## src/rtl/timer_irq_ctrl.sv

```systemverilog
// timer_irq_ctrl: turns timer out_int rising edges into sticky pending bits, masks them,
// and presents one request at a time to a handler over an irq_req/irq_ack handshake.
// Ports: clk, rst (sync, active-high), irq_in, mask_wr, mask_din, irq_ack ->
//        irq_req, irq_id, pend, mask, ovf_cnt (saturating overrun count).
// Option: define TIMER_IRQ_ROUND_ROBIN_EN for round-robin arbitration (default: lowest index wins).
module timer_irq_ctrl #(
    parameter int NUM_SRC = 4,
    parameter int ID_W    = 2,
    parameter int OVF_W   = 4
) (
    input  logic               clk,
    input  logic               rst,
    input  logic [NUM_SRC-1:0] irq_in,
    input  logic               mask_wr,
    input  logic [NUM_SRC-1:0] mask_din,
    input  logic               irq_ack,
    output logic               irq_req,
    output logic [ID_W-1:0]    irq_id,
    output logic [NUM_SRC-1:0] pend,
    output logic [NUM_SRC-1:0] mask,
    output logic [OVF_W-1:0]   ovf_cnt
);

    typedef enum logic [1:0] {IDLE, REQ, GAP} state_t;

    state_t             state;
    state_t             state_n;
    logic [NUM_SRC-1:0] prev;
    logic [NUM_SRC-1:0] edges;
    logic [NUM_SRC-1:0] clr;
    logic [NUM_SRC-1:0] elig;
    logic [ID_W-1:0]    id_q;
    logic [ID_W-1:0]    id_n;
    logic [ID_W-1:0]    sel;
    logic               found;
    logic               ack_hit;
    logic               ovr;

    assign edges   = irq_in & ~prev;
    assign ack_hit = (state == REQ) && irq_ack;
    assign clr     = ack_hit ? (NUM_SRC'(1) << id_q) : '0;
    // A new edge on a bit being acked this cycle re-arms it instead of overrunning.
    assign ovr     = |(edges & pend & ~clr);
    assign elig    = pend & ~mask;
    assign irq_req = (state == REQ);
    assign irq_id  = id_q;

`ifdef TIMER_IRQ_ROUND_ROBIN_EN
    logic [ID_W-1:0] last;

    // Search begins one past the last granted source and wraps.
    always_comb begin
        int idx;
        idx   = 0;
        sel   = '0;
        found = 1'b0;
        for (int k = 0; k < NUM_SRC; k++) begin
            idx = (int'(last) + 1 + k) % NUM_SRC;
            if (!found && elig[idx]) begin
                sel   = ID_W'(idx);
                found = 1'b1;
            end
        end
    end

    // Reset value NUM_SRC-1 makes source 0 the first candidate.
    always_ff @(posedge clk) begin
        if (rst)
            last <= ID_W'(NUM_SRC - 1);
        else if (ack_hit)
            last <= id_q;
    end
`else
    // Scan downward so the lowest eligible index is the last one written.
    always_comb begin
        sel   = '0;
        found = 1'b0;
        for (int i = NUM_SRC - 1; i >= 0; i--) begin
            if (elig[i]) begin
                sel   = ID_W'(i);
                found = 1'b1;
            end
        end
    end
`endif

    always_comb begin
        state_n = state;
        id_n    = id_q;
        case (state)
            IDLE: begin
                if (found) begin
                    id_n    = sel;
                    state_n = REQ;
                end
            end
            REQ: begin
                if (irq_ack)
                    state_n = GAP;
            end
            GAP:     state_n = IDLE;
            default: state_n = IDLE;
        endcase
    end

    always_ff @(posedge clk) begin
        if (rst) begin
            state   <= IDLE;
            id_q    <= '0;
            prev    <= '0;
            pend    <= '0;
            mask    <= '0;
            ovf_cnt <= '0;
        end else begin
            state <= state_n;
            id_q  <= id_n;
            prev  <= irq_in;
            pend  <= (pend & ~clr) | edges;
            if (mask_wr)
                mask <= mask_din;
            if (ovr && (ovf_cnt != {OVF_W{1'b1}}))
                ovf_cnt <= ovf_cnt + 1'b1;
        end
    end

endmodule

```

## config.mk

```make
export PLATFORM = sky130hd
export DESIGN_NAME = timer_irq_ctrl
export DESIGN_NICKNAME = d
export VERILOG_FILES = /design/src/rtl/timer_irq_ctrl.sv
export SDC_FILE = /design/constraint.sdc
export NUM_CORES = 1
export LEC_CHECK = 0
export ABC_AREA = 1
export ABC_CLOCK_PERIOD_IN_PS = 2600
export CORE_UTILIZATION = 49
export DETAILED_ROUTE_END_ITERATION = 16
export PLACE_DENSITY_LB_ADDON = 0.15
export SLEW_MARGIN = 20
export SYNTH_ARGS = -nofsm -noshare
export SYNTH_HDL_FRONTEND = slang
export SYNTH_SLANG_ARGS = --single-unit
```

## constraint.sdc

```tcl
create_clock -name clk -period 2.6 [get_ports clk]
set_input_delay 0.39 -clock clk [delete_from_list [all_inputs] [get_ports clk]]
set_output_delay 0.39 -clock clk [all_outputs]
set_load 0.1 [all_outputs]
```

# Yosys cells after proc, flatten, opt, wreduce, memory -nomap -nowiden
# Index checks and enable logic that the tools add are counted.
[op_classes]
n_addsub = 1
eq_ne = 4
shifts = 1
muxes = 12
bitwise_logic = 9
n_reduce_logical = 6
[op_table]
columns = ["cell", "n"]
rows = [
  ["4-bit AND", 5],
  ["2-bit 2-to-1 mux", 6],
  ["4-bit inverter", 3],
  ["4-bit by 1-bit adder with 4-bit output (second input constant)", 1],
  ["1-bit 2-to-1 mux", 4],
  ["4-bit 2-to-1 mux", 1],
  ["2-bit inequality test (second input constant)", 2],
  ["4-bit inequality test (second input constant)", 1],
  ["4-bit OR", 1],
  ["2-bit case mux with 2 select lines", 1],
  ["2-bit AND reduction", 2],
  ["4-bit OR reduction", 1],
  ["1-bit by 2-bit left shift with 4-bit output (first input constant)", 1],
  ["2-bit by 1-bit equality test with 1-bit output (second input constant)", 1],
  ["1-bit logical AND", 2],
  ["2-bit logical NOT", 1],
]
[word_totals]
regBits = 20
in_bits = 12
output_inout_bits = 15
elab_cells = 39

# Logic depth before layout (Yosys ltp)
[depth]
depth_word = 8
mapped_depth = 10
depth_no_buf = 10

# Worst setup path before layout
# No wires, ideal clock.
[synth_path]
kind = "reg2reg"
startpoint = "reg ovf_cnt[0]"
endpoint = "reg ovf_cnt[3]"
setup_ps = 119
t_arrival_ps = 1818
required_time_ps = 2481
setup_slack_ps = 663
path_stages_with_launch = 7
path_buffers = 0
synth_period_minus_slack_ps = 1937
path_cell_list = "dfxtp_1 ha_1 nand3_1 nand4_1 inv_1 a21oi_1 nor2_1"
[synth_between]
elab_chain_cells = 2
elab_cells_between_ends = 3
classes_between = "add/sub: 1; eq/ne: 1; reduce/logical: 1"
[synth_rtl]
columns = ["element", "line", "source"]
rows = [
  ["start, declared", "21", "output logic [OVF_W-1:0] ovf_cnt"],
  ["start signal, assigned", "122", "ovf_cnt <= ovf_cnt + 1'b1;"],
  ["branches (longest 2 deep; another with 4-bit by 1-bit adder with 4-bit output)", "--", ""],
]
# Several ways; the timed one is not identified.
# A chain may end at the register's enable or synchronous reset.

# Worst setup path after layout
[layout_path]
startpoint = "reg state[0]"
endpoint = "out irq_req"
[layout_between]
elab_chain_cells = 1
[layout_rtl]
columns = ["element", "line", "source"]
rows = [
  ["start, declared", "26", "state_t state;"],
  ["start signal, assigned", "115", "state <= state_n;"],
  ["2-bit by 1-bit equality test with 1-bit output", "45", "assign irq_req = (state == REQ);"],
  ["end, declared", "17", "output logic irq_req,"],
]
# No other way between the ends.

==> parameters.txt <==
Parameter                              Value

Status
  Outcome ... finished clean

Worst setup path
  Crit end category ... primary output
  Setup slack on the worst flop-to-flop path ... 1.32 ns
  Crit path launch type ... flip-flop
  Largest fanout of any net on the critical path ... 4
  Worst path arrival time ... 1.19 ns
  Category of the critical setup timing path ... reg2out
  Data required time of the worst path ... 2.21 ns

Clocking
  Post-CTS Hold Fix Bufs ... 0
  TritonCTS Sinks ... 20
  Clock buffer count from CTS ... 3
  Number of buffers inserted by post-CTS setup repair ... 0
  Count of cells resized by post-cts repair ... 0
  Clock latency at the later pin of the worst-skew pair ... around 0.3 ns
  Buffer levels on the longest clock path ... 2
  Master cell of the clock root buffer ... clkbuf_4
  Register clock-pin slew on the reported worst setup and hold paths ... 0.11 ns
  Max H-tree Level ... 1
  CTS tree ... yes

Power
  Sw frac ... 42.3%
  Power per unit of standard cell area ... about 660 mW/mm^2
  Relative contribution of sequential cells to total power ... 44.3%
  Static Leakage ... 0.587 nW
  Reported net switching power ... ~0.34 mW
  Comb power frac ... between 30% and 40%
  Clk pwr share ... 17.9%
  Internal power ... 0.463 mW
  Worst supply voltage drop on vdd ... 411 uV

Route
  Post-route ant nets ... 0
  First-pass iteration count of the detailed router ... 4
  Initial drt markers ... 27
  Total DRC errors in the routed layout ... 0
  Wirelength per Cell ... 9.81 um
  Count of vias placed by the detailed router ... 902
  Final wirelength ... 1.87 mm
  Vias per std cell ... 4.72

Synth
  Share of the synthesized area in the top cell type ... 43.0%
  Post-Syn Nets ... 150
  Cell count after synthesis ... 137
  Average cell area after synthesis ... around 6.8 um^2
  Main area contributors after synthesis ... dfxtp_1, nor2_1, inv_1
  Mapped Area ... 931 um^2
  Warnings, synthesis ... 0
  Compound-cell area share of the yosys netlist ... around an eighth
  Area share of and/or/nand/nor cells after synthesis ... a little under a third
  Portion of the post-synthesis area used by sequential elements ... between 40% and 50%
  Count of distinct cell types in the synthesized netlist ... 23
  #FFs+latches synth ... 20
  Post-synthesis share of cell area spent on xor and xnor gates ... 0%
  Post-Synth Adder-Cell Area ... about 1.3%
  Share of synthesized area spent on multiplexers ... 0%
  Main combinational cell family by area after synthesis ... simple AND/OR/NAND/NOR gates
  Library cell with the largest summed area after synthesis ... dfxtp_1

Placement
  Placed wire-length estimate ... 1.42 mm
  I/O Buffers ... 26
  Placed insts ... 188
  Instance area after placement ... roughly 0.0012 mm^2
  Routability Congestion ... 0.788

Finish
  Share of post-route cells with drive strength above 1 ... 16.3%
  Final Core Density ... 69.4%
  Design Area, Final ... between 0.001 and 0.0015 mm^2
  # nets final ... 181
  Post-layout instance count excluding filler cells ... 191
  Number of inserted filler cells in the final layout ... 159
  Antenna diodes ... 0
  Post-synthesis to final-layout area growth ... 30.1%

Timing
  Pins over their slew limit ... 0
  Final Hold Slack ... 0.490 ns
  Worst-Margin Slew ... 0.281 ns
  Post-route minimum period ... 1.58 ns
  Clock skew ... roughly 0.0070 ns
  Worst slew margin ... 81.4%
  RSZ-0062 raised after global routing ... no
  Maximum operating frequency ... 635 MHz
  Count of endpoints failing setup in the final report ... 0
  Hold violation total from the final report ... 0
  Accumulated negative setup slack ... 0 ns
  Ratio of final minimum period to clock period ... 60.6%

Global routing
  Total grt overflow ... 0
  Maximum number of pins on one net before global-route repair ... 14
  Global-route wire length before repair ... 3.08 mm
  Total GRT Usage ... 20.8%
  Initial antenna violation count ... 0
  Via count of the first global-routing pass ... 767

Die
  Horizontal die dimension ... roughly 46 um
  I/O pin count ... 27
  Count of standard-cell rows ... 15
  CORE AREA ... 0.00175 mm^2
  Initial Utilization ... 53.3%
  Die height ... 45.6 um
  Area enclosed by the die boundary ... about 0.0021 mm^2

Hold path
  Path class of the lowest-slack min-delay path ... reg2reg

Flow run
  Max-capacitance violation count ... 0
==> worst max-delay path, stage by stage (launching register included) <==
cell and delay, ns:
dfxtp_1 0.41, inv_2 0.06, nor2_4 0.11, buf_4 0.30
==> through the flow <==
step | total power, mW | setup WS, ns
3_5_place_dp | 0.665 | 0.807
4_1_cts | 0.806 | 1.03
2_1_floorplan | 0.593 | 0.663
5_1_grt | 0.841 | 0.993
3_3_place_gp | 0.661 | 0.862
6_report | 0.803 | 1.02
==> flip-flops by register name, indices dropped and copies added (netlist names) <==
name     cells
pend         4
state        2
ovf_cnt      4
prev         4
irq_id       2
mask         4
==> power groups by stage <==
stage | combinational (mW) | clock (mW) | sequential (mW)
2_1_floorplan | 0.102 | 0 | 0.492
3_3_place_gp | 0.300 | 0 | 0.361
3_5_place_dp | 0.304 | 0 | 0.362
4_1_cts | 0.304 | 0.147 | 0.355
5_1_grt | 0.324 | 0.159 | 0.358
6_report | 0.304 | 0.143 | 0.355
==> cells in the final DEF (no fill, tap or decap) <==
cell type         n
nor2_1           31
inv_1            23
nand2_1          20
dfxtp_1          20
buf_4            16
clkdlybuf4s50_1  11
a21oi_1           9
o21ai_0           8
nand3_1           8
clkbuf_4          3
inv_2             2
a211oi_1          2
nor2_4            1
nand3_2           1
or2_0             1
or2_1             1
nand2_2           1
o21bai_1          1
nor2_2            1
clkinv_2          1
nand2_4           1
o21ai_1           1
a21boi_0          1
nand4_1           1
ha_1              1
==> logic make-up after synthesis <==
logic type,count (synthesis)
simple gates,67
buf+inv,27
compound gates,22
flops,20
fa+ha+maj,1
==> final timing paths <==
check / start / to / cells past startpoint
worst min register to register: pend[3]$_SDFF_PP0_ / pend[3]$_SDFF_PP0_ / 2
worst min-delay path: pend[3]$_SDFF_PP0_ / pend[3]$_SDFF_PP0_ / 2
worst max-delay path: state[0]$_SDFFE_PP0P_ / irq_req / 3
worst max register to register: irq_id[1]$_SDFFE_PP0P_ / ovf_cnt[3]$_SDFFE_PP0P_ / 7
==> cells in the mapped netlist <==
cell type and n:
o21ai_0 8, clkinv_2 1, nand2_2 1, nand4_1 1, a211oi_1 2, nand2_1 20
nor2_4 1, o21bai_1 1, nand3_1 8, clkbuf_1 1, ha_1 1, o21ai_1 1
a21boi_0 1, inv_2 2, or2_1 1, nor2_2 1, a21oi_1 9, dfxtp_1 20
nand3_2 1, nor2_1 31, or2_0 1, inv_1 23, nand2_4 1
==> metal layers <==
| metal | wire (um) | part of all wire, % | global-route usage, % |
|---|---|---|---|
| met1 | 918 | 49 | 26.9 |
| met2 | 838 | 45 | 33.4 |
| met3 | 89 | 4.8 | 2.38 |
| met4 | 27 | 1.4 | 10.9 |
| met5 | 0 | 0 | 0 |
==> cell type report <==
cell class | count | area, um^2 | share of cell area, %
Multi-Input combinational cell | 90 | 428 | 35.3
Inverter | 26 | 98.8 | 8.16
Tap cell | 25 | 31.3 | 2.58
Clock buffer | 3 | 22.5 | 1.86
Timing Repair Buffer | 27 | 230 | 19.0
Sequential cell | 20 | 400 | 33.1
(Power assumes the default switching activity.)
